## src/rtl/seq_arb_pkg.sv

```systemverilog
// rtl/seq_arb_pkg.sv - shared types and defaults for the sequencer arbiter
package seq_arb_pkg;

    typedef enum logic [1:0] {
        IDLE  = 2'd0,
        CLEAR = 2'd1,
        XFER  = 2'd2,
        DRAIN = 2'd3
    } arb_state_e;

    typedef logic [7:0] byte_t;

    localparam int SEQ_ARB_N     = 4;
    localparam int SEQ_ARB_DRAIN = 2;

endpackage

```

## src/rtl/seq_rr_pick.sv

```systemverilog
// rtl/seq_rr_pick.sv - rotating-priority picker, first request at or after ptr
module seq_rr_pick
    import seq_arb_pkg::*;
#(
    parameter int N  = SEQ_ARB_N,
    parameter int PW = $clog2(N)
) (
    input  logic [N-1:0]  req_i,
    input  logic [PW-1:0] ptr_i,
    output logic          any_o,
    output logic [PW-1:0] idx_o
);

    localparam int PW1 = PW + 1;

    logic [N-1:0]  rot;
    logic [PW-1:0] off;
    logic [PW:0]   sum;

    // Rotate so ptr_i sits at bit 0, take the lowest set bit, then map back modulo N.
    always_comb begin
        rot = N'({req_i, req_i} >> ptr_i);
        off = '0;
        for (int j = N - 1; j >= 0; j--) begin
            if (rot[j]) begin
                off = PW'(j);
            end
        end
        sum = {1'b0, ptr_i} + {1'b0, off};
        if (sum >= PW1'(N)) begin
            sum = sum - PW1'(N);
        end
        idx_o = sum[PW-1:0];
    end

    assign any_o = |req_i;

endmodule

```

## src/rtl/seq_arbiter.sv

```systemverilog
// rtl/seq_arbiter.sv - round-robin sharing of one sequence detector between N byte streams
module seq_arbiter
    import seq_arb_pkg::*;
#(
    parameter int N            = SEQ_ARB_N,
    parameter int DRAIN_CYCLES = SEQ_ARB_DRAIN,
    parameter int PW           = $clog2(N)
) (
    input  logic              clk_i,
    input  logic              reset_i,
    input  logic [N-1:0]      req_valid_i,
    input  logic [N-1:0][7:0] req_data_i,
    input  logic [N-1:0]      req_last_i,
    output logic [N-1:0]      req_ready_o,
    output logic [N-1:0]      hit_o,
    output byte_t             seq_data_o,
    output logic              seq_sent_o,
    input  logic              seq_ready_i,
    input  logic              seq_match_i,
    output logic              seq_clear_o,
    output logic              busy_o,
    output logic [PW-1:0]     owner_o
);

    localparam logic [PW-1:0] LAST_IDX = PW'(N - 1);
    localparam logic [3:0]    DRAIN_W  = 4'(DRAIN_CYCLES);

    arb_state_e    state_q, state_d;
    logic [PW-1:0] owner_q, owner_d;
    logic [PW-1:0] rr_ptr_q, rr_ptr_d;
    logic [3:0]    drain_q, drain_d;
    logic          pick_any;
    logic [PW-1:0] pick_idx;
    logic          xfer_fire;

    seq_rr_pick #(
        .N  (N),
        .PW (PW)
    ) u_pick (
        .req_i (req_valid_i),
        .ptr_i (rr_ptr_q),
        .any_o (pick_any),
        .idx_o (pick_idx)
    );

    // State, owner, rotation pointer and drain counter registers.
    always_ff @(posedge clk_i) begin
        if (reset_i) begin
            state_q  <= IDLE;
            owner_q  <= '0;
            rr_ptr_q <= '0;
            drain_q  <= '0;
        end else begin
            state_q  <= state_d;
            owner_q  <= owner_d;
            rr_ptr_q <= rr_ptr_d;
            drain_q  <= drain_d;
        end
    end

    // Next-state logic plus the detector- and requester-facing muxes.
    always_comb begin
        state_d     = state_q;
        owner_d     = owner_q;
        rr_ptr_d    = rr_ptr_q;
        drain_d     = drain_q;
        req_ready_o = '0;
        hit_o       = '0;
        seq_data_o  = '0;
        seq_sent_o  = 1'b0;
        seq_clear_o = 1'b0;
        xfer_fire   = 1'b0;
        unique case (state_q)
            IDLE: begin
                if (pick_any) begin
                    owner_d = pick_idx;
                    state_d = CLEAR;
                end
            end
            CLEAR: begin
                seq_clear_o = 1'b1;
                state_d     = XFER;
            end
            XFER: begin
                seq_data_o           = req_data_i[owner_q];
                seq_sent_o           = req_valid_i[owner_q];
                req_ready_o[owner_q] = seq_ready_i;
                hit_o[owner_q]       = seq_match_i;
                xfer_fire            = req_valid_i[owner_q] && seq_ready_i;
                if (xfer_fire && req_last_i[owner_q]) begin
                    drain_d = DRAIN_W;
                    state_d = DRAIN;
                end
            end
            DRAIN: begin
                // Late matches from the detector pipeline still belong to this owner.
                hit_o[owner_q] = seq_match_i;
                if (drain_q <= 4'd1) begin
                    state_d  = IDLE;
                    rr_ptr_d = (owner_q == LAST_IDX) ? '0 : owner_q + 1'b1;
                end else begin
                    drain_d = drain_q - 4'd1;
                end
            end
            default: begin
                state_d = IDLE;
            end
        endcase
    end

    assign busy_o  = (state_q != IDLE);
    assign owner_o = owner_q;

endmodule

```

## config.mk

```make
export PLATFORM = sky130hd
export DESIGN_NAME = seq_arbiter
export DESIGN_NICKNAME = d
export VERILOG_FILES = /design/src/rtl/seq_arb_pkg.sv /design/src/rtl/seq_rr_pick.sv /design/src/rtl/seq_arbiter.sv
export SDC_FILE = /design/constraint.sdc
export NUM_CORES = 1
export LEC_CHECK = 0
export CAP_MARGIN = 20
export CORE_ASPECT_RATIO = 1.75
export CORE_MARGIN = 1
export CORE_UTILIZATION = 37
export CTS_BUF_LIST = sky130_fd_sc_hd__clkbuf_2
export DETAILED_ROUTE_END_ITERATION = 12
export GPL_ROUTABILITY_DRIVEN = 0
export PLACE_DENSITY_LB_ADDON = 0.05
export SYNTH_ARGS = -nofsm -noshare
export SYNTH_HDL_FRONTEND = slang
export SYNTH_SLANG_ARGS = --single-unit
```

## constraint.sdc

```tcl
create_clock -name clk_i -period 1.65 [get_ports clk_i]
set_input_delay 0.33 -clock clk_i [delete_from_list [all_inputs] [get_ports clk_i]]
set_output_delay 0.33 -clock clk_i [all_outputs]
set_load 0.01 [all_outputs]
```

==> impl_metrics.csv, run 1 <==
group,metric,value,unit
timing,fin_skew,0.0106,ns
die,die_area,0.00361,mm^2
cells_and_area,diodes,0,
cells_and_area,multi_input_area,0.00117,mm^2
yosys,synth_top_area_cell,"mux4_2",
power_and_ir_drop,power_leakage,1.05,nW
drt,antenna_left,0,
clocking,cts_root_buf,"clkbuf_2",
timing,rsz0062_at_grt,"yes",
die,coreArea,0.00318,mm^2
min_path,worstHoldPathType,"reg2reg",
cells_and_area,drive_above_1_share,52.0,%
min_path,min_path_cells,2,
outcome,violations,"setup timing",
yosys,ys_types,42,
power_and_ir_drop,power_density,1090,mW/mm^2
die,start_util,39.2,%
setup_path,crit_path_start_kind,"register",
global_routing,antenna_found_initial,0,
yosys,ys_ff_latch,10,
timing,maxSlewViolCount,0,
cells_and_area,n_fill_cell,223,
setup_path,crit_arrival,1.59,ns
timing,max_freq,521,MHz
drt,first_pass_iters,4,
placement,place.port_buffers,64,
global_routing,overflow,0,
power_and_ir_drop,ir_worst_vdd,0.966,mV
yosys,ys_warn_count,0,
cells_and_area,post-route-util,79.8,%
clocking,clock_sinks,10,
timing,hold_viol,0,
timing,tns,-4.03,ns
setup_path,cp_max_fo,7,
die,die_width,45.9,um
cells_and_area,seq_area,214,um^2
setup_path,reg2regPathDepth,7,
timing,period_needed,1.92,ns
timing,period_share,116,%
yosys,syn_avg_cell_area,8.65,um^2
clocking,cts_max_path_buffers,2,
clocking,cts_tree,"done",
clocking,cts_buffers,3,
outcome,status,"finished, violations left",
yosys,synth_area,0.00125,mm^2
placement,pre_cts_ws,-0.556,ns
yosys,synth-seq-area-share,16.1,%
drt,via_count,1509,
setup_path,worstSetupPathType,"reg2out",
placement,dp.cells,269,
drt,drc,0,
timing,tightest_slew,0.608,ns
global_routing,grt_pass1_wl,7.45,mm
setup_path,cp-end-kind,"primary output",
drt,drt_wl_total,4.88,mm
yosys,synth_top_area_share,18.1,%
timing,finalSetupViolCount,22,
clocking,insertion_delay,0.26,ns
cells_and_area,final_cells,287,
global_routing,grt_util_all_layers,28.1,%
setup_path,required,1.32,ns
yosys,syn_inst,144,
cells_and_area,syn2layout_area_growth,103,%
die,die_h,78.8,um
drt,drt_iter0_drc,38,
timing,slew_headroom,58.9,%
yosys,syn_nets,199,
clocking,h-tree-depth,1,
clocking,clk_pin_slew,0.11,ns
placement,hpwl,3.48,mm
run,max_cap_viol_count,0,
yosys,synth.area.top_cells,"mux4_2 18%, dfxtp_1 16%, ha_1 11%, and2_1 6.5%, nor2_1 4.2%",
global_routing,grt_pass1_vias,1577,
die,row_count,27,
timing,setup_slack,-0.270,ns
global_routing,grt_start_max_net_pins,10,
drt,avgViaCountPerCell,5.26,
die,ios,65,
drt,wl_per_cell,17.0,um
cells_and_area,fin_nets,300,
flip-flops by register name (all words and copies together), names as in the netlist:
signal    flops
rr_ptr_q      2
drain_q       4
owner_o       2
state_q       2
cells in the final DEF (no fill, tap or decap), drive strengths merged, types with 3 or more instances in the layout:
cell type,Yosys,final
mux2i,5,5
dfxtp,10,10
clkdlybuf4s50,0,39
nor3,8,8
nand2b,4,4
nand2,6,6
a31oi,3,3
and3,6,6
mux4,10,10
inv,10,10
and2,13,13
buf,4,61
clkbuf,7,6
nor2,14,14
ha,11,11
a21oi,3,3
path summary, 6_finish.rpt:
kind	endpoint	slack (ns)	start
setup / recovery	seq_data_o[5]	-0.27	owner_o[0]
hold / removal	state_q[0]	0.63	state_q[0]
setup reg to reg	drain_q[2]	-0.25	owner_o[0]
hold reg to reg	state_q[0]	0.63	state_q[0]
critical path: stages (launching register included):
cell	delay (ns)
dfxtp_4	0.41
buf_12	0.14
mux4_2	0.51
and2_4	0.15
buf_6	0.12
logic make-up after synthesis:
kind of cell / synth area share, %
adder cells (fa/ha/maj): 11.0
buffers and inverters: 7.33
XOR/XNOR: 2.11
AO/OA/AOI/OAI: 13.1
multiplexers: 22.1
flip-flops: 16.1
AND/OR/NAND/NOR: 28.3
power by group:
group | switching, mW | internal, mW
Clock | 0.0909 | 0.0526
Sequential | 0.0821 | 0.316
Combinational | 0.899 | 1.31
layer usage:
metal	global-route usage, %	vias up	part of all wire [%]
li1	-	723	-
met1	27.1	724	35
met5	0	-	0
met3	4.77	13	3.6
met4	9.12	0	2.8
met2	54.6	49	59
layout make-up:
type | count | area share (%)
Clock buffer | 3 | 0.592
Timing Repair Buffer | 107 | 41.1
Clock inverter | 1 | 0.148
Inverter | 10 | 1.58
Multi-Input combinational cell | 113 | 46.1
Sequential cell | 10 | 8.44
Tap cell | 43 | 2.12
repair_timing:
item                       4_1_cts  5_1_grt
hold buffers                     0        0
pin swaps                       21       11
gates cloned                     1        0
setup endpoints to repair       31       29
resized for setup              125       43
setup buffers                   11        3
per-stage QoR:
step | power [mW] | area, um^2 | hold WS, ns
after floorplan | 1.20 | 1260 | 0.481
after global placement | 1.97 | 2140 | 0.577
after detailed placement | 2.01 | 2140 | 0.589
after CTS | 2.53 | 2360 | 0.615
after global routing | 2.92 | 2530 | 0.666
final | 2.75 | 2530 | 0.627
synth_stat cells, drive strengths merged:
library cell   n
o22ai          1
nand3          2
nor4           1
nor2          14
or2            1
xnor2          2
nand2          6
a21oi          3
dfxtp         10
o32ai          2
ha            11
mux2i          5
and3           6
o2111ai        1
inv           10
and3b          1
o21a           2
o32a           1
o311ai         1
nor3           8
o211ai         1
clkbuf         7
xor2           1
nor4b          1
o31ai          2
and2          13
or4            2
nand2b         4
nor3b          2
a31oi          3
buf            4
or3            2
o21ba          1
mux4          10
o21ai          2
a211oi         1
(Power assumes the default switching activity.)
==> inputs of run 2 (changes only) <==
--- a/config.mk
+++ b/config.mk
@@ -8,7 +8,7 @@
 export CAP_MARGIN = 20
 export CORE_ASPECT_RATIO = 1.75
 export CORE_MARGIN = 1
-export CORE_UTILIZATION = 37
+export CORE_UTILIZATION = 44
 export CTS_BUF_LIST = sky130_fd_sc_hd__clkbuf_2
 export DETAILED_ROUTE_END_ITERATION = 12
 export GPL_ROUTABILITY_DRIVEN = 0
==> constraint.sdc (replaced) <==
create_clock -name clk_i -period 2.23 [get_ports clk_i]
set_input_delay 0.446 -clock clk_i [delete_from_list [all_inputs] [get_ports clk_i]]
set_output_delay 0.446 -clock clk_i [all_outputs]
set_load 0.01 [all_outputs]
==> run 2 against run 1 <==
- largest cell class unchanged
- the run now ends clean
- critical endpoint is now seq_data_o[3]
- count of clock-buffer cells in the layout stayed put
- setup slack better by 0.32 ns
- flip-flop and latch count did not move
==> impl_metrics.csv, run 2 (synthesis results as in run 1) <==
group,metric,value,unit
drt,avgViaCountPerCell,5.63,
clocking,cts_max_path_buffers,2,
timing,period_share,97.9,%
clocking,cts_buffers,3,
placement,placed_area,0.00199,mm^2
drt,topRoutingLayerUsed,"met4",
clocking,insertion_delay,0.26,ns
clocking,h-tree-depth,1,
drt,via_count,1373,
clocking,cts_root_buf,"clkbuf_2",
power_and_ir_drop,ir_worst_vdd,0.695,mV
placement,pre_cts_ws,-0.199,ns
power_and_ir_drop,power_leakage,0.917,nW
global_routing,grt_start_max_net_pins,19,
outcome,status,"finished, final reports clean",
cells_and_area,final_common_cell,"clkdlybuf4s50_1",
drt,drt_wl_total,4.08,mm
drt,drc,0,
setup_path,crit_arrival,1.74,ns
setup_path,cp-end-kind,"primary output",
drt,wl_met3,209,um
die,ios,65,
die,die_h,72.4,um
drt,route.met2.wl,2.42,mm
die,coreArea,0.00269,mm^2
clocking,hold_buffers,0,
global_routing,overflow,0,
timing,slew_headroom,63.9,%
timing,maxSlewViolCount,0,
drt,first_pass_iters,6,
global_routing,antenna_found_initial,0,
cells_and_area,fin_nets,273,
setup_path,crit_path_cell_trace,"clkdlybuf4s50_1, mux4_2, and2_1, dlygate4sd2_1",
setup_path,worstSetupPathType,"in2out",
placement,hpwl,3.39,mm
placement,place.port_buffers,64,
timing,setup_slack,0.0475,ns
cells_and_area,n_fill_cell,203,
clocking,clock_sinks,10,
cells_and_area,final_cell_mix,"46 x clkdlybuf4s50_1, 14 x nor2_1, 13 x and2_1",
die,row_count,25,
power_and_ir_drop,power,1.48,mW
timing,period_needed,2.18,ns
cells_and_area,diodes,0,
timing,hold_viol,0,
timing,tns,0,ns
die,start_util,46.3,%
clocking,clk_pin_slew,0.10,ns
drt,antenna_left,0,
die,die_area,0.00306,mm^2
global_routing,grt_util_all_layers,27.6,%
timing,tightest_slew,0.537,ns
run,max_cap_viol_count,0,
timing,finalSetupViolCount,0,
die,die_width,42.2,um
setup_path,cpPeakStageDelay,0.45,ns
cells_and_area,largest_reg_flops,4,
setup_path,cp_max_fo,1,
timing,max_freq,458,MHz
setup_path,r2r_slack,0.24,ns
timing,rsz0062_at_grt,"no",
drt,drt_iter0_drc,22,
drt,wl_per_cell,16.7,um
setup_path,slowest_stage,"mux4_2",
power_and_ir_drop,power_density,726,mW/mm^2
cells_and_area,regMostFlops,"drain_q",
cells_and_area,syn2layout_area_growth,63.9,%
timing,fin_skew,0.00184,ns
global_routing,grt_pass1_vias,1430,
drt,met1Wirelength,1.34,mm
min_path,worstHoldPathType,"reg2reg",
setup_path,crit_path_start_kind,"input port",
global_routing,grt_pass1_wl,6.62,mm
setup_path,required,1.78,ns
cells_and_area,finalInstanceArea,0.00204,mm^2
cells_and_area,drive_above_1_share,22.1,%
clocking,cts_tree,"done",
[run 2: cell types whose count changed in the layout (fill, tap and decap cells not counted), moves of 4 or more]
cell	before	now
ha_1	1	10
dlygate4sd2_1	2	7
buf_2	8	0
and2_1	6	13
buf_4	25	12
and3_1	1	6
ha_4	5	1
buf_6	22	1
and3_4	5	0
clkdlybuf4s50_1	39	46
ha_2	5	0
and2_4	7	0
[run 2: power by group]
part	leakage, nW	switching, mW	internal [mW]
registers	0.0828	0.0631	0.228
logic	0.820	0.485	0.602
clock network	0.0140	0.0659	0.0389
[run 2: stage by stage]
stage | hold WS (ns) | cells | util (%)
final | 0.518 | 244 | 75.9
after global routing | 0.539 | 244 | 75.9
after CTS | 0.540 | 244 | 76.1
after detailed placement | 0.515 | 237 | 74.0
after global placement | 0.499 | 237 | 74.0
after floorplan | 0.481 | 144 | -
[run 2: final timing paths]
| check | from | to | cells past startpoint |
|---|---|---|---|
| setup reg to reg | owner_o[0] | state_q[1] | 7 |
| setup / recovery | req_data_i[27] | seq_data_o[3] | 4 |
| hold reg to reg | state_q[1] | state_q[1] | 2 |
| hold / removal | state_q[1] | state_q[1] | 2 |
[run 2: critical path, delay by kind of cell]
kind	cells	cell delay, ns
buffers and inverters	2	0.67
multiplexers	1	0.45
AND/OR/NAND/NOR	1	0.16
[run 2: routing by layer]
layer  GRT usage, %  up-vias
met2           57.3       59
met1           25.6      631
met3           3.48       12
met5              0        -
met4           11.1        0
li1               -      671
[run 2: final cells by class]
cell class              instances  area, um^2  share of cell area (%)
multi-input cells             113         971                    47.5
flip-flops and latches         10         205                    10.0
clock buffers                   3        15.0                   0.735
inverters                      10        37.5                    1.84
repair buffers                 80         776                    38.0
clock inverters                 1        3.75                   0.184
well taps                      27        33.8                    1.65
[run 2: what timing repair did]
item                       in CTS  in global routing
cloned                          0                  0
setup buffers                   3                  0
setup endpoints to repair      17                 11
pin swaps                       0                  1
gates resized for setup        24                 16
